==> config.mk <==
export PLATFORM = sky130hd
export DESIGN_NAME = spi_tx_wr_arbiter
export DESIGN_NICKNAME = d
export VERILOG_FILES = /design/src/rtl/spi_arb_pkg.sv /design/src/rtl/spi_rr_picker.sv /design/src/rtl/spi_tx_wr_arbiter.sv
export SDC_FILE = /design/constraint.sdc
export NUM_CORES = 1
export LEC_CHECK = 0
export ABC_AREA = 1
export CAP_MARGIN = 0
export CORE_ASPECT_RATIO = 0.5
export CORE_MARGIN = 3
export CORE_UTILIZATION = 35
export CTS_CLUSTER_SIZE = 24
export DETAILED_ROUTE_END_ITERATION = 16
export DONT_BUFFER_PORTS = 1
export HOLD_SLACK_MARGIN = 0.06
export PLACE_DENSITY = 0.61
export SYNTH_ARGS = -nofsm -noshare
export SYNTH_HDL_FRONTEND = slang
export SYNTH_SLANG_ARGS = --single-unit
export TNS_END_PERCENT = 20
==> constraint.sdc <==
create_clock -name wclk -period 4.74 [get_ports wclk]
set_input_delay 0.711 -clock wclk [delete_from_list [all_inputs] [get_ports wclk]]
set_output_delay 0.711 -clock wclk [all_outputs]
set_load 0.05 [all_outputs]
==> src/rtl/spi_arb_pkg.sv <==
// Shared types, constants and the round-robin pick function for the SPI TX write arbiter.
package spi_arb_pkg;

   typedef enum logic {ARB_IDLE, ARB_LOCK} arb_state_t;

   localparam int unsigned STAT_WIDTH = 16;
   localparam int unsigned MAX_REQ    = 8;

   // Returns {hit, index}: first set bit of valid[n-1:0] at or after ptr, wrapping modulo n.
   function automatic logic [3:0] rr_pick(input logic [MAX_REQ-1:0] valid,
                                          input logic [2:0]         ptr,
                                          input int unsigned        n);
      logic [3:0]  res;
      int unsigned idx;
      res = '0;
      for (int unsigned k = 0; k < MAX_REQ; k++) begin
         idx = ({29'd0, ptr} + k) % n;
         if (k < n && !res[3] && valid[idx[2:0]]) begin
            res = {1'b1, idx[2:0]};
         end
      end
      return res;
   endfunction

endpackage

==> src/rtl/spi_rr_picker.sv <==
// Combinational round-robin selector: first valid requester at or after ptr.
module spi_rr_picker import spi_arb_pkg::*; #(
   parameter  int unsigned NUM_REQ = 3,
   localparam int unsigned ID_W    = $clog2(NUM_REQ)
) (
   input  logic [NUM_REQ-1:0] req,
   input  logic [ID_W-1:0]    ptr,
   output logic [ID_W-1:0]    idx,
   output logic               hit
);

   logic [MAX_REQ-1:0] req_ext;
   logic [2:0]         ptr_ext;
   logic [3:0]         pick;
   logic               unused_pick;

   always_comb begin
      req_ext                = '0;
      req_ext[NUM_REQ-1:0]   = req;
      ptr_ext                = '0;
      ptr_ext[ID_W-1:0]      = ptr;
      pick                   = rr_pick(req_ext, ptr_ext, NUM_REQ);
   end

   assign idx         = pick[ID_W-1:0];
   assign hit         = pick[3];
   assign unused_pick = ^pick;

endmodule

==> src/rtl/spi_tx_wr_arbiter.sv <==
// Round-robin, burst-locked arbiter for the SPI TX CDC FIFO write port (write-clock domain).
// Define SPI_ARB_STATS_EN to add per-requester beat and FIFO-stall statistics counters.
module spi_tx_wr_arbiter import spi_arb_pkg::*; #(
   parameter  int unsigned NUM_REQ      = 3,
   parameter  int unsigned DATA_WIDTH   = 32,
   parameter  int unsigned BURST_MAX    = 4,
   parameter  int unsigned HOLD_TIMEOUT = 16,
   localparam int unsigned ID_W         = $clog2(NUM_REQ)
) (
   input  logic                          wclk,
   input  logic                          wrst,
   input  logic [NUM_REQ-1:0]            req_valid,
   input  logic [NUM_REQ-1:0]            req_last,
   input  logic [NUM_REQ*DATA_WIDTH-1:0] req_data,
   output logic [NUM_REQ-1:0]            req_ready,
   output logic                          fifo_winc,
   output logic [DATA_WIDTH-1:0]         fifo_wdata,
   input  logic                          fifo_wfull,
   output logic [ID_W-1:0]               grant_id,
`ifdef SPI_ARB_STATS_EN
   input  logic                          stat_clr,
   output logic [NUM_REQ*STAT_WIDTH-1:0] stat_beats,
   output logic [STAT_WIDTH-1:0]         stat_stall,
`endif
   output logic                          busy
);

   localparam int unsigned BCW = $clog2(BURST_MAX) + 1;
   localparam int unsigned ICW = $clog2(HOLD_TIMEOUT) + 1;

   arb_state_t       state_q, state_d;
   logic [ID_W-1:0]  grant_q, grant_d, rr_ptr_q, rr_ptr_d, pick_idx, grant_nxt;
   logic [BCW-1:0]   beat_cnt_q, beat_cnt_d;
   logic [ICW-1:0]   idle_cnt_q, idle_cnt_d;
   logic             pick_hit, locked, own_valid, own_last, idle_tick, release_now;
   logic [DATA_WIDTH-1:0] data_arr [NUM_REQ];

   for (genvar i = 0; i < NUM_REQ; i++) begin : g_data
      assign data_arr[i] = req_data[i*DATA_WIDTH +: DATA_WIDTH];
   end

   spi_rr_picker #(.NUM_REQ(NUM_REQ)) u_picker (
      .req (req_valid),
      .ptr (rr_ptr_q),
      .idx (pick_idx),
      .hit (pick_hit)
   );

   assign locked    = (state_q == ARB_LOCK);
   assign own_valid = req_valid[grant_q];
   assign own_last  = req_last[grant_q];
   assign grant_nxt = (grant_q == ID_W'(NUM_REQ - 1)) ? '0 : grant_q + 1'b1;
   // A full FIFO stalls the owner; those cycles never count toward the hold timeout.
   assign idle_tick = locked && !own_valid && !fifo_wfull;

   assign release_now = (fifo_winc && (own_last || beat_cnt_q == BCW'(BURST_MAX - 1))) ||
                        (idle_tick && idle_cnt_q == ICW'(HOLD_TIMEOUT - 1));

   always_ff @(posedge wclk or posedge wrst) begin
      if (wrst) begin
         state_q    <= ARB_IDLE;
         grant_q    <= '0;
         rr_ptr_q   <= '0;
         beat_cnt_q <= '0;
         idle_cnt_q <= '0;
      end else begin
         state_q    <= state_d;
         grant_q    <= grant_d;
         rr_ptr_q   <= rr_ptr_d;
         beat_cnt_q <= beat_cnt_d;
         idle_cnt_q <= idle_cnt_d;
      end
   end

   always_comb begin
      state_d    = state_q;
      grant_d    = grant_q;
      rr_ptr_d   = rr_ptr_q;
      beat_cnt_d = beat_cnt_q;
      idle_cnt_d = idle_cnt_q;
      unique case (state_q)
         ARB_IDLE: begin
            if (pick_hit) begin
               grant_d = pick_idx;
               state_d = ARB_LOCK;
            end
         end
         ARB_LOCK: begin
            if (fifo_winc) begin
               beat_cnt_d = beat_cnt_q + 1'b1;
               idle_cnt_d = '0;
            end else if (idle_tick) begin
               idle_cnt_d = idle_cnt_q + 1'b1;
            end
            if (release_now) begin
               state_d    = ARB_IDLE;
               rr_ptr_d   = grant_nxt;
               beat_cnt_d = '0;
               idle_cnt_d = '0;
            end
         end
         default: state_d = ARB_IDLE;
      endcase
   end

   always_comb begin
      busy      = locked;
      grant_id  = grant_q;
      req_ready = '0;
      if (locked && !fifo_wfull) begin
         req_ready[grant_q] = 1'b1;
      end
      fifo_winc  = locked && own_valid && !fifo_wfull;
      fifo_wdata = data_arr[grant_q];
   end

`ifdef SPI_ARB_STATS_EN
   logic [STAT_WIDTH-1:0] beats_q [NUM_REQ];
   logic [STAT_WIDTH-1:0] stall_q;

   always_ff @(posedge wclk or posedge wrst) begin
      if (wrst) begin
         for (int i = 0; i < NUM_REQ; i++) beats_q[i] <= '0;
         stall_q <= '0;
      end else if (stat_clr) begin
         for (int i = 0; i < NUM_REQ; i++) beats_q[i] <= '0;
         stall_q <= '0;
      end else begin
         for (int i = 0; i < NUM_REQ; i++) begin
            if (fifo_winc && grant_q == ID_W'(i) && beats_q[i] != '1) begin
               beats_q[i] <= beats_q[i] + 1'b1;
            end
         end
         if (locked && own_valid && fifo_wfull && stall_q != '1) begin
            stall_q <= stall_q + 1'b1;
         end
      end
   end

   for (genvar i = 0; i < NUM_REQ; i++) begin : g_stat
      assign stat_beats[i*STAT_WIDTH +: STAT_WIDTH] = beats_q[i];
   end
   assign stat_stall = stall_q;
`endif

endmodule

==> Word level (Yosys, flattened, before mapping) <==
Index checks and enable logic that the tools add are counted.
{ "word_totals": {"reg_bits": 13, "inputBits": 105} }
{ "classes": {"n_addsub": 5, "n_div": 3, "n_eq_ne": 3, "bitwise": 2, "magnitude_cmp": 6, "n_reduce_logical": 22, "muxes": 28} }
{ "op_table": {"columns": ["cell", "n"], "rows": [
  ["32-bit binary-select mux with 2-bit select", 1],
  ["32-bit by 2-bit modulo with 32-bit output (second input constant)", 2],
  ["32-bit 2-to-1 mux", 2],
  ["2-bit by 2-bit modulo with 32-bit output (second input constant)", 1],
  ["5-bit 2-to-1 mux", 3],
  ["3-bit by 4-bit less-than comparator with 1-bit output (second input constant)", 3],
  ["4-bit 2-to-1 mux", 3],
  ["1-bit logical AND", 10],
  ["1-bit binary-select mux with 3-bit select", 3],
  ["3-bit 2-to-1 mux", 3],
  ["1-bit 2-to-1 mux", 8],
  ["2-bit AND reduction", 4],
  ["5-bit by 1-bit adder with 5-bit output (second input constant)", 1],
  ["5-bit by 4-bit equality test with 1-bit output (second input constant)", 1],
  ["1-bit binary-select mux with 2-bit select", 2],
  ["1-bit zero test", 4],
  ["2-bit by 1-bit adder with 3-bit output (second input constant)", 1],
  ["2-bit by 2-bit adder with 3-bit output (second input constant)", 1],
  ["3-bit by 1-bit adder with 3-bit output (second input constant)", 1],
  ["3-bit by 2-bit equality test with 1-bit output (second input constant)", 1],
  ["3-bit >= comparator (second input constant)", 1],
  ["2-bit by 3-bit less-than comparator with 1-bit output (second input constant)", 1],
  ["2-bit inverter with 3-bit output", 1],
  ["3-bit nonzero test", 1],
  ["other kinds (9)", 10]
]} }

==> Longest topological paths before layout <==
Gate-level depths: netlist of the first run.
{ "logic_depth": {"ltp_word": 12, "ltp_mapped": 13} }

==> Cells and area by module <==
From an unflattened synthesis of the first run, not the netlist that was laid out.
{ "unflattened": {"cells_unflattened": 286, "hier_area_um2": 1634.1} }
{ "by_module_without_submodules": {"columns": ["module", "cells_each", "instances", "area_each_um2"], "rows": [
  ["spi_tx_wr_arbiter", 237, 1, 1348.8],
  ["spi_rr_picker", 49, 1, 285.3]
]} }

==> Worst setup path after synthesis of the first run <==
Ideal clock, no wire load.
{ "synth_path": {"kind": "reg2out", "startpoint": "register state_q, in the netlist busy", "endpoint": "output port req_ready[0]", "path_buffers": 0, "path_stages_with_launch": 5, "t_arrival_ns": 2.342, "path_slack_ns": 1.687, "cell_sequence": "dfrtp_1 > inv_1 > nor2_1 > inv_1 > nor3_1"} }
{ "synth_via": {"elab_chain_cells": 2} }
{ "synth_rtl": {"columns": ["item", "line", "source"], "rows": [
  ["start, declared", "spi_tx_wr_arbiter.sv:31", "arb_state_t state_q, state_d;"],
  ["start signal, assigned", "spi_tx_wr_arbiter.sv:67", "state_q <= state_d;"],
  ["1-bit logical AND", "spi_tx_wr_arbiter.sv:110", "if (locked && !fifo_wfull) begin"],
  ["3-bit 2-to-1 mux", "spi_tx_wr_arbiter.sv:110", null],
  ["end, declared", "spi_tx_wr_arbiter.sv:15", "output logic [NUM_REQ-1:0] req_ready,"]
]} }
Every way passes these cells.

==> Worst setup path in the final report of the first run <==
{ "layout_path": {"startpoint": "register grant_q[1], in the netlist grant_id[1]", "endpoint": "output port fifo_winc"} }
{ "layout_via": {"elab_chain_cells": 4} }
{ "layout_rtl": {"columns": ["item", "line", "source"], "rows": [
  ["start, declared", "spi_tx_wr_arbiter.sv:32", "logic [ID_W-1:0] grant_q, grant_d, rr_ptr_q, rr_ptr_d, pick_idx, grant_nxt;"],
  ["start signal, assigned", "spi_tx_wr_arbiter.sv:68", "grant_q <= grant_d;"],
  ["1-bit binary-select mux with 2-bit select", "spi_tx_wr_arbiter.sv:50", "assign own_valid = req_valid[grant_q];"],
  ["1-bit 2-to-1 mux (not written as such)", "spi_tx_wr_arbiter.sv:50", null],
  ["1-bit logical AND (2 in a row)", "spi_tx_wr_arbiter.sv:113", "fifo_winc = locked && own_valid && !fifo_wfull;"],
  ["end, declared", "spi_tx_wr_arbiter.sv:16", "output logic fifo_winc,"]
]} }
Every way passes these cells. The select of a mux whose other input is x is not followed.

==> metrics list, run 1 <==
* Max FO, Critical Path: 34
* Worst r2r src: grant_id[1]
- Global-route wire length before repair: 6.62 mm
- For this configuration, the core starts out at a cell density of 0.381.
* Maximum number of pins on one net before global-route repair: 36
* # IOs: 144
* Root buffer cell: sky130_fd_sc_hd__clkbuf_8
- Yosys printed 0 warnings.
- The number of clock buffers added by TritonCTS is 3.
- Max Slew Vio Count: 0
- Cell depth of the worst flop-to-flop path: 8
- Worst setup skew after layout: 0.00676 ns
- Insertion delay to the later sink of the worst-skew pair: 0.24 ns
- Leakage: 0.866 nW
- Syn avg cell area: 5.63 um2
* Met3 usage in global routing: 0.0303
- For this design, the CTS-stage hold fixing added 0 buffers.
- The initial antenna violation count was 0.
- Flip-flop and latch count after synthesis: 13
- Worst Path Required: 4.03 ns
* Fin. Hold Viols: 0
* Count of max-cap constraint violations: 0
- RR Endpoint: beat_cnt_q[2]
- Post-synthesis instance area: 1570 um2
- Buffers placed on the I/O ports in this run total 0.
- Highest attainable clock frequency: 0.321 GHz
* Power density over the cells: 1000 nW/um2
* Run status: finished, final reports clean
- Placeable core region: 4100 um2
- The HPWL after detailed placement is 3.69 mm.
- Number of nets in the synthesized netlist: 395
- Average wire per standard cell: 13.5 um
* Global-route usage over all layers: 0.153
- After layout, the worst setup slack is 1.63 ns.
* Placer's final routability congestion estimate: 0.783
- Iteration-0 DRC Markers: 78
* # Post-CTS Setup Buffers: 0
- The worst setup path is launched from a flop.
* Number of vias after detailed routing: 1733
- Setup slack on the worst reg-to-reg path comes out at 2.26 ns.
- The die covers 5360 um2.
- Adding up every negative setup slack in the final design gives 0 ns.
* Total wire length after detailed routing: 4.44 mm
* Fraction of layout instances using a drive strength above 1: 0.0584
* # nets final: 392
- The die is 101 um wide.
- The worst-case IR drop observed on VDD is 270 uV.
- Chip height: 53.3 um
* Final routed DRC violation total: 0
- The via count of the first global-routing pass is 1484.
- CTS tree: done
- In this run the number of H-tree levels came out at 1.
* Global route hottest layer: met2
* Part of the Yosys area used for sequential elements: 0.208
- Via density per instance: 5.28
- For met2 alone, demand over resource in global routing was 0.277.
* RSZ-0062 raised after global routing: no
- TritonRoute pass-1 iters: 6
* Part of the cycle the worst path needs: 0.656
* CTS resizes: 0
- Layout overhead on the synthesized area: 5.68%
* HP Class: primary input to asynchronous set/reset pin
- The longest clock path from root to sink contains 2 buffers.
* Transition time at the pin with the least slew margin: 0.887 ns
* Final global-route overflow total: 0
* Crit path kind: flop to output pin
* Met1 Resource Use GR: 0.195
* Final Setup Violations: 0
- Data on the critical path arrives at its endpoint at 2.40 ns.
- 0 antenna diodes ended up in the layout.
- Clock Pin Slew Worst Setup and Hold Paths: 0.06 ns
- Number of core rows: 16
- The tree built by TritonCTS fans out to 13 sinks.
- The clock period could shrink to 3.11 ns.
- Worst setup slack after placement: 1.88 ns
* Crit path capture type: output pin
- Headroom to the max-slew limit came out at 0.406.
* Post-synthesis cell count: 278
- Post-detailed-route count of antenna-violating nets: 0
- Distinct cell type count after synthesis: 24
-- kinds of logic (layout without fill, tap and decap cells) --
group / count (synthesis) / in the layout / synth area share
xor+xnor: 2 / 2 / 0.0112
compound gates: 15 / 15 / 0.0576
buf+inv: 35 / 31 / 0.0847
simple gates: 201 / 201 / 0.543
flops: 13 / 13 / 0.208
fa+ha+maj: 12 / 12 / 0.0959
-- Yosys cell counts --
cell / n / area, um2
sky130_fd_sc_hd__o21ai_0: 1 / 5.00
sky130_fd_sc_hd__buf_1: 3 / 11.3
sky130_fd_sc_hd__nor3_1: 2 / 10.0
sky130_fd_sc_hd__nand3b_1: 1 / 7.51
sky130_fd_sc_hd__ha_1: 12 / 150
sky130_fd_sc_hd__a21oi_4: 1 / 16.3
sky130_fd_sc_hd__dfrtp_1: 13 / 325
sky130_fd_sc_hd__o31ai_1: 1 / 7.51
sky130_fd_sc_hd__nand2_1: 140 / 526
sky130_fd_sc_hd__nand3_2: 1 / 10.0
sky130_fd_sc_hd__xnor2_1: 1 / 8.76
sky130_fd_sc_hd__inv_1: 21 / 78.8
sky130_fd_sc_hd__buf_2: 1 / 5.00
sky130_fd_sc_hd__nand3_1: 42 / 210
sky130_fd_sc_hd__nor2_4: 2 / 22.5
sky130_fd_sc_hd__a21oi_1: 3 / 15.0
sky130_fd_sc_hd__nand4_1: 3 / 18.8
sky130_fd_sc_hd__o21ai_1: 8 / 40.0
sky130_fd_sc_hd__inv_2: 4 / 15.0
sky130_fd_sc_hd__nor2_1: 7 / 26.3
sky130_fd_sc_hd__o22ai_1: 1 / 6.26
sky130_fd_sc_hd__nand2_2: 3 / 18.8
sky130_fd_sc_hd__clkbuf_1: 6 / 22.5
sky130_fd_sc_hd__xor2_1: 1 / 8.76
-- how the worst max path moves through the flow --
stage          slack (ns)        start  cells after the start      endpoint
3_5_place_dp         1.88         busy                      4  req_ready[1]
5_1_grt              1.38         busy                      4  req_ready[1]
3_3_place_gp         1.92         busy                      4  req_ready[1]
4_1_cts              1.61         busy                      4  req_ready[1]
2_1_floorplan        1.69         busy                      4  req_ready[0]
6_report             1.63  grant_id[1]                      6     fifo_winc
-- cells in the final DEF, fill, tap and decap left out --
| cell type | count |
|---|---|
| sky130_fd_sc_hd__o21ai_1 | 8 |
| sky130_fd_sc_hd__inv_1 | 21 |
| sky130_fd_sc_hd__a21oi_4 | 1 |
| sky130_fd_sc_hd__o22ai_1 | 1 |
| sky130_fd_sc_hd__nand2_1 | 140 |
| sky130_fd_sc_hd__xnor2_1 | 1 |
| sky130_fd_sc_hd__nor2_4 | 2 |
| sky130_fd_sc_hd__nor2_1 | 7 |
| sky130_fd_sc_hd__nand3_2 | 1 |
| sky130_fd_sc_hd__nand3_1 | 42 |
| sky130_fd_sc_hd__ha_1 | 12 |
| sky130_fd_sc_hd__clkbuf_8 | 3 |
| sky130_fd_sc_hd__nand4_1 | 3 |
| sky130_fd_sc_hd__a21oi_1 | 3 |
| sky130_fd_sc_hd__buf_4 | 2 |
| sky130_fd_sc_hd__o21ai_0 | 1 |
| sky130_fd_sc_hd__o31ai_1 | 1 |
| sky130_fd_sc_hd__inv_2 | 4 |
| sky130_fd_sc_hd__nor3_1 | 2 |
| sky130_fd_sc_hd__dfrtp_1 | 13 |
| sky130_fd_sc_hd__nand3b_1 | 1 |
| sky130_fd_sc_hd__nand2_2 | 3 |
| sky130_fd_sc_hd__xor2_1 | 1 |
| sky130_fd_sc_hd__clkbuf_1 | 1 |
-- layout make-up --
| class | instances | area, um2 |
|---|---|---|
| well taps | 54 | 67.6 |
| repair buffers | 2 | 15.0 |
| multi-input cells | 230 | 1110 |
| inverters | 25 | 93.8 |
| clock buffers | 4 | 45.0 |
| flip-flops and latches | 13 | 325 |
| fillers | 432 | 2450 |
-- per-layer routing --
layer,up-vias,wire length [um]
met5,-,0
met4,0,30
met3,4,324
met2,73,2260
met1,788,1820
li1,868,-
-- flip-flops by register name, indices dropped and copies added, names as in the netlist --
register,count
grant_id,2
beat_cnt_q,3
idle_cnt_q,5
rr_ptr_q,2
busy,1
-- power breakdown --
group / total [mW] / internal [mW] / switching, mW / leakage [nW]
clock network: 0.0968 / 0.0592 / 0.0376 / 0.0228
registers: 0.239 / 0.151 / 0.0880 / 0.169
logic: 1.32 / 0.228 / 1.09 / 0.674
-- stage by stage --
step | power, mW | instances | utilization | hold slack (ns) | instance area [um2]
after floorplan | 1.43 | 278 | - | 0.446 | 1570
after global placement | 1.55 | 324 | 0.392 | 0.459 | 1610
after detailed placement | 1.56 | 324 | 0.392 | 0.486 | 1610
after CTS | 1.67 | 328 | 0.403 | 0.390 | 1650
after global routing | 1.79 | 328 | 0.403 | 0.426 | 1650
final | 1.66 | 328 | 0.403 | 0.380 | 1650
-- critical path, cell delays in order, from the launching register on --
cell and delay, ns:
sky130_fd_sc_hd__dfrtp_1 0.74, sky130_fd_sc_hd__inv_2 0.14, sky130_fd_sc_hd__nor2_4 0.57, sky130_fd_sc_hd__nand2_1 0.23, sky130_fd_sc_hd__nand2_2 0.16, sky130_fd_sc_hd__nand2_1 0.07, sky130_fd_sc_hd__inv_2 0.24
Note: power is estimated with default switching activity, not from simulation.
==> inputs of run 2 (changes only) <==
--- a/config.mk
+++ b/config.mk
@@ -14,7 +14,7 @@
 export DETAILED_ROUTE_END_ITERATION = 16
 export DONT_BUFFER_PORTS = 1
 export HOLD_SLACK_MARGIN = 0.06
-export PLACE_DENSITY = 0.61
+export PLACE_DENSITY = 0.63
 export SYNTH_ARGS = -nofsm -noshare
 export SYNTH_HDL_FRONTEND = slang
 export SYNTH_SLANG_ARGS = --single-unit
==> constraint.sdc (replaced) <==
create_clock -name wclk -period 2.6 [get_ports wclk]
set_input_delay 0.39 -clock wclk [delete_from_list [all_inputs] [get_ports wclk]]
set_output_delay 0.39 -clock wclk [all_outputs]
set_load 0.05 [all_outputs]
==> run 2 against run 1 <==
Against the previous run:
- hold slack gained 0.036 ns
- via count grew 8.1%
- sequential power grew 65%
- largest power group unchanged
- worst setup slack lost 1.5 ns
- flip-flop and latch count is the same
- die area is the same
- register-to-register slack lost 1.7 ns
- wire length grew 9.0%
- sequential share of layout area shrank 3.1 points
- global-route usage grew 1.1 points
- highest routed layer unchanged
- critical path type unchanged
- cell area grew 19%
- largest cell class unchanged
==> metrics list, run 2 (same netlist as run 1, synthesis figures left out) <==
* Run status: finished, final reports clean
* # nets final: 431
- Total wire length after detailed routing: 4.84 mm
* HP Class: primary input to flop
* Number of clock sinks: 13
- Placeable core region: 4100 um2
- The clock reaches the later pin of the worst-skew pair after 0.25 ns.
- The register with the most flip-flops in the layout has 5 of them.
* Number of hold-repair buffers added at the cts stage: 1
- Registers take 325 um2.
- After detailed routing, the average wire length per cell comes to 13.2 um.
* Final global-route overflow total: 0
- Part of the cycle the worst path needs: 0.934
- Port Buffers: 0
* Aggregate negative setup slack: 0 ns
- The first global-routing pass estimated 7.03 mm of wire.
- The pre-antenna-repair detailed-routing pass consisted of 5 iterations.
* ANT cells: 0
- The floorplan step set the die width to 101 um.
- Max FO, Critical Path: 34
* Number of vias after detailed routing: 1874
* Critical Path Start Type: flop
- Using the TritonRoute via totals, the vias-per-cell ratio works out to 5.11.
- In this run the power density over the cells is 1820 nW/um2.
- Worst Path Required: 2.21 ns
* Transition time at the pin with the least slew margin: 0.639 ns
* Max Slew Vio Count: 0
* Highest attainable clock frequency: 0.412 GHz
* Crit path capture type: output pin
- Final Setup Violations: 0
- The clock arrives with 0.00263 ns of skew.
- IR analysis of the VDD net gives a maximum drop of 652 uV.
- After floorplanning, the core was divided into 16 placement rows.
* Number of global-route vias before repair: 1579
* Register containing the most flip-flops in the final layout: idle_cnt_q
- Maximum number of pins on one net before global-route repair: 35
* Final routed DRC violation total: 0
* Placer's final routability congestion estimate: 0.774
* # Post-CTS Setup Buffers: 0
* RSZ-0062 raised after global routing: no
* Fin. Hold Viols: 0
- The clock passes through at most 2 buffers.
- In the layout the commonest cells are 140 x sky130_fd_sc_hd__nand2_1, 42 x sky130_fd_sc_hd__nand3_1, 39 x sky130_fd_sc_hd__buf_4.
- CTS resizes: 0
- Layout overhead on the synthesized area: 25.4%
- Top Layer Used: met4
- Fraction of layout instances using a drive strength above 1: 0.176
- Filler cell count in the final layout: 402
- In this run the static leakage power is 1.07 nW.
- After detailed routing, the wire length on met1 is 1.97 mm.
* CTS Buf Count: 3
- For this configuration, the core starts out at a cell density of 0.381.
- Final Cell Area: 1960 um2
- Detailed routing placed a total of 343 um of wire on met3.
- Max-cap violations in this run came to 0.
* Most frequent standard cell in the layout excluding fill and tap cells: sky130_fd_sc_hd__nand2_1
- In this run the clock root is driven by a sky130_fd_sc_hd__clkbuf_8.
* CTS tree: done
- Summing all multi-input logic gate instances after layout gives 1110 um2.
* Arrival time at the worst endpoint: 2.04 ns
- Iteration-0 DRC Markers: 105
- Instance area after placement: 1910 um2
* Global-route usage over all layers: 0.164
- Final Critical Period: 2.43 ns
- # IOs: 144
* Chip height: 53.3 um
- Post-detailed-route count of antenna-violating nets: 0
- Clock-pin slew was measured on the worst setup and hold paths at 0.06 ns.
* CTS H-tree lvls: 1
- Detail Placement HPWL: 4.02 mm
- The initial antenna violation count was 0.
- The worst setup path is of the flop to output pin kind.
- Full die area: 5360 um2
- The largest registers in the layout are idle_cnt_q (5), beat_cnt_q (3).
- The routed design uses 2.45 mm of met2 wire.
- In this run the tightest slew margin relative to its limit is 0.574.
[run 2: changes by cell type in the layout (fill, tap and decap cells not counted)]
cell / previous run / this run
sky130_fd_sc_hd__dlygate4sd3_1: 0 / 1
sky130_fd_sc_hd__buf_12: 0 / 1
sky130_fd_sc_hd__buf_4: 2 / 39
sky130_fd_sc_hd__clkinv_2: 0 / 1
sky130_fd_sc_hd__clkbuf_1: 1 / 0
[run 2: routing by layer]
layer  global-route usage  up-vias
met5                    0        -
met4               0.0694        0
met3               0.0289        6
met2                0.283       80
met1                0.205      842
li1                     -      946
[run 2: area by class of cell]
class                      count  share of cell area
inverter                      25              0.0478
timing repair buffer          41               0.164
clock buffer                   3              0.0210
tap                           54              0.0344
clock inverter                 1             0.00255
multi-input combinational    230               0.564
sequential                    13               0.166
[run 2: worst paths after layout]
| kind | start | endpoint | slack (ns) | cells after the start |
|---|---|---|---|---|
| worst min register to register | beat_cnt_q[1] | beat_cnt_q[1] | 0.48 | 2 |
| worst min-delay path | req_valid[0] | idle_cnt_q[0] | 0.42 | 3 |
| worst max register to register | grant_id[1] | rr_ptr_q[1] | 0.58 | 9 |
| worst max-delay path | grant_id[1] | fifo_wdata[23] | 0.17 | 6 |
| min in group asynchronous | wrst | beat_cnt_q[0] | 0.61 | 2 |
| max in group asynchronous | wrst | rr_ptr_q[1] | 1.65 | 2 |
[run 2: through the flow]
step           setup slack (ns)  hold slack, ns  power, mW   util  instances
2_1_floorplan            -0.132           0.267       2.61      -        278
3_3_place_gp              0.566           0.336       3.33  0.465        362
3_5_place_dp              0.456           0.330       3.40  0.465        362
4_1_cts                   0.176           0.411       3.59  0.478        367
5_1_grt                  0.0355           0.425       3.84  0.478        367
6_report                  0.173           0.416       3.58  0.478        367
[run 2: where the power goes]
group / total [mW] / internal [mW] / switching, mW
registers: 0.394 / 0.277 / 0.117
clock network: 0.189 / 0.106 / 0.0824
logic: 3.00 / 0.864 / 2.13
total: 3.58 / 1.25 / 2.33
[run 2: critical path: stages (launching register included)]
cell and delay (ns):
sky130_fd_sc_hd__dfrtp_1 0.62, sky130_fd_sc_hd__inv_2 0.20, sky130_fd_sc_hd__nand2_2 0.09, sky130_fd_sc_hd__inv_2 0.41
sky130_fd_sc_hd__nand2_1 0.14, sky130_fd_sc_hd__nand3_1 0.10, sky130_fd_sc_hd__buf_4 0.20
==> inputs of run 3 (changes only) <==
--- a/config.mk
+++ b/config.mk
@@ -6,16 +6,17 @@
 export NUM_CORES = 1
 export LEC_CHECK = 0
 export ABC_AREA = 1
+export BUFFER_PORTS_ARGS = -buffer_cell sky130_fd_sc_hd__buf_2
 export CAP_MARGIN = 0
 export CORE_ASPECT_RATIO = 0.5
 export CORE_MARGIN = 3
 export CORE_UTILIZATION = 35
 export CTS_CLUSTER_SIZE = 24
 export DETAILED_ROUTE_END_ITERATION = 16
-export DONT_BUFFER_PORTS = 1
 export HOLD_SLACK_MARGIN = 0.06
-export PLACE_DENSITY = 0.63
+export PLACE_DENSITY = 0.9
 export SYNTH_ARGS = -nofsm -noshare
 export SYNTH_HDL_FRONTEND = slang
+export SYNTH_HIERARCHICAL = 1
 export SYNTH_SLANG_ARGS = --single-unit
 export TNS_END_PERCENT = 20
==> run 3 against run 2 <==
Against the previous run:
- worst setup slack better by 0.25 ns
- global-route usage up 2.1 points
- non-clock buffer count up 106
- clock-buffer cell count up 1
- via count up 21%
- synthesized area up 4.4%
- utilization up 11 points
- die area up 4.0%
- critical endpoint is now fifo_wdata[12]
- clock skew down 0.0011 ns
- flip-flop and latch count unchanged
- sequential share of layout area down 3.3 points
- largest power group unchanged
- critical path depth up 1
==> metrics list, run 3 <==
- Post-synthesis cell count: 286
- In this run, CTS created clock tree buffers numbering 3.
- # Post-CTS Setup Buffers: 0
- The worst-case IR drop observed on VDD is 557 uV.
- At the pin with the least slew margin, the transition time is 0.500 ns.
* Port Buffers: 143
- Final Critical Period: 2.18 ns
* Total wire length after detailed routing: 5.65 mm
- For the worst setup path, the data arrival time is 1.79 ns.
* Slowest-stage cell, CP: sky130_fd_sc_hd__dfrtp_1
- Part of the Yosys area used for sequential elements: 0.199
- Clock tree synthesis found a total of 13 sinks.
- Cell types occupying the most area after synthesis: sky130_fd_sc_hd__nand2_1 31%, sky130_fd_sc_hd__dfrtp_1 20%, sky130_fd_sc_hd__nand3_1 15%
- Post-detailed-route count of antenna-violating nets: 0
- The largest registers in the layout are idle_cnt_q (5), beat_cnt_q (3).
- Primary flip-flop cell chosen by synthesis mapping: sky130_fd_sc_hd__dfrtp_1
- Worst-case clock buffer depth: 2
- In the post-synthesis netlist, the cell with the most instances is sky130_fd_sc_hd__nand2_1.
- CTS H-tree lvls: 1
- Ranking of synthesized cells by instance count: 137 x sky130_fd_sc_hd__nand2_1, 48 x sky130_fd_sc_hd__nand3_1, 23 x sky130_fd_sc_hd__inv_1
* Worst Path Required: 2.21 ns
- Syn avg cell area: 5.71 um2
- Number of core rows: 16
- Global routing finished with a remaining overflow of 0.
- The register with the most flip-flops in the final layout is idle_cnt_q.
* Starting density of the core: 0.391
- The floorplan step set the die width to 103 um.
- Setup total negative slack on the finished layout was measured at 0 ns.
* Biggest cell delay along the critical path: 0.48 ns
- For the final database, setup skew stands at 0.00151 ns.
* Most frequent standard cell in the layout excluding fill and tap cells: sky130_fd_sc_hd__buf_2
- The final number of max-transition violations came to 0.
* Highest attainable clock frequency: 0.459 GHz
* Part of the cycle the worst path needs: 0.838
- Count of max-cap constraint violations: 0
* Number of hold-repair buffers added at the cts stage: 0
- TritonRoute pass-1 iters: 5
- Flip-flop and latch count after synthesis: 13
* RSZ-0062 raised after global routing: no
- Relative to the synthesized area, the layout overhead comes to 49.5%.
- During synthesis, Yosys emitted a total of 6 warnings.
* Critical Path, Cell by Cell: inv_2 > nand2_1 > inv_1 > buf_4 > nand2_1 > nand3_1 > buf_2
- The worst setup path is launched from a flop.
- Root buffer cell: sky130_fd_sc_hd__clkbuf_8
* Number of flops mapped to enable cells by yosys: 0
- The register with the most flip-flops in the layout has 5 of them.
- Final routed DRC violation total: 0
- Clock Pin Slew Worst Setup and Hold Paths: 0.05 ns
* Insertion delay to the later sink of the worst-skew pair: 0.24 ns
- Crit path kind: flop to output pin
- CTS tree: done
- Max FO, Critical Path: 29
- Area fraction of the dominant cell type after synthesis: 0.315
- The synthesized netlist contains 25 unique library cells.
- The via count of the first global-routing pass is 1902.
- Most frequent cells in the layout: 143 x sky130_fd_sc_hd__buf_2, 137 x sky130_fd_sc_hd__nand2_1, 48 x sky130_fd_sc_hd__nand3_1
- After floorplanning, the core was sized to cover 4180 um2.
* ANT cells: 0
- Run status: finished, final reports clean
- The first global-routing pass estimated 8.14 mm of wire.
- Once detailed placement completed, the half-perimeter wirelength came to 4.70 mm.
- The floorplan step set the die height to 54.3 um.
- Iteration-0 DRC Markers: 62
- Global-route usage over all layers: 0.185
- Power density over the cells: 1310 nW/um2
- The number of buffers and inverters on the critical path is 4.
- The number of gates resized after CTS was 0.
- In this run the count of I/O pins placed on the die edge is 144.
* Final Setup Violations: 0
- Cell with the most instances on the worst path: sky130_fd_sc_hd__nand2_1
- The path class of the tightest hold or removal check is primary input to asynchronous set/reset pin.
- The initial antenna violation count came to 0.
- Number of vias after detailed routing: 2262
* # nets final: 545
- Headroom to the max-slew limit: 0.666
* Family of cells with the greatest summed delay on the critical path: buffers and inverters
- Number of nets in the synthesized netlist: 403
- Crit path capture type: output pin
- The die covers 5570 um2.
- Hold timing on the final database bottoms out at a slack of 0.166 ns.
- In the final routed layout, each cell accounts on average for 11.8 um.
* Ys async rst share: 1.00
- Placer's final routability congestion estimate: 0.935
* Post-synthesis instance area: 1630 um2
- Entering global routing, the biggest net connects 35 pins.
- Summed over all instances, the cell type with the most area after synthesis is sky130_fd_sc_hd__nand2_1.
* Via density per instance: 4.70
- Leakage: 1.50 nW
- Fin. Hold Viols: 0
- In the final layout, the share of cells above drive strength 1 is 0.396.
==> run 3: cell type report <==
cell class / instances / area [um2]
fill: 402 / 1740
multi-input combinational: 235 / 1150
timing repair buffer: 147 / 746
sequential: 13 / 325
inverter: 28 / 105
tap: 54 / 67.6
clock buffer: 4 / 45.0
==> run 3: power by group <==
| part | switching, mW | internal [mW] |
|---|---|---|
| clock | 0.0681 | 0.108 |
| sequential | 0.0985 | 0.286 |
| combinational | 1.98 | 0.658 |
| total | 2.15 | 1.05 |
==> run 3: worst reg2reg max path, delay by kind of cell (launching register included) <==
kind | cells | cell delay [ns]
flops | 1 | 0.43
fa+ha+maj | 1 | 0.37
simple gates | 7 | 0.59
compound gates | 1 | 0.13
buf+inv | 2 | 0.23
==> run 3: logic make-up (layout without fill, tap and decap cells) <==
group | count (synthesis) | in the layout | share of synthesized area
multiplexers | 1 | 1 | 0.00613
AND/OR/NAND/NOR | 215 | 215 | 0.579
AO/OA/AOI/OAI | 7 | 7 | 0.0291
flip-flops | 13 | 13 | 0.199
adder cells (fa/ha/maj) | 12 | 12 | 0.0919
buffers and inverters | 38 | 179 | 0.0949
==> run 3: routing by layer <==
| layer | part of all wire | track usage | up-vias |
|---|---|---|---|
| met5 | 0 | 0 | - |
| met4 | 0.016 | 0.0741 | 0 |
| li1 | - | - | 1187 |
| met1 | 0.41 | 0.216 | 993 |
| met2 | 0.51 | 0.345 | 73 |
| met3 | 0.063 | 0.0305 | 9 |
==> run 3: stage by stage <==
stage | utilization | power [mW] | area (um2) | cells | setup WS, ns
after global routing | 0.584 | 3.45 | 2440 | 481 | 0.257
after detailed placement | 0.573 | 3.03 | 2400 | 477 | 0.669
after global placement | 0.573 | 2.99 | 2400 | 477 | 0.731
after floorplan | - | 2.46 | 1630 | 286 | 0.0648
final | 0.584 | 3.20 | 2440 | 481 | 0.421
after CTS | 0.584 | 3.22 | 2440 | 481 | 0.406
==> run 3: final timing paths <==
kind,depth (start not counted),to,startpoint,slack (ns)
worst max-delay path,7,fifo_wdata[12],grant_id[0],0.42
worst min-delay path,2,beat_cnt_q[2],wrst,0.17
worst max register to register,11,grant_id[0],rr_ptr_q[0],0.79
worst min register to register,2,beat_cnt_q[1],beat_cnt_q[1],0.50
max in group asynchronous,2,idle_cnt_q[0],wrst,2.10
min in group wclk,3,idle_cnt_q[0],fifo_wfull,0.49
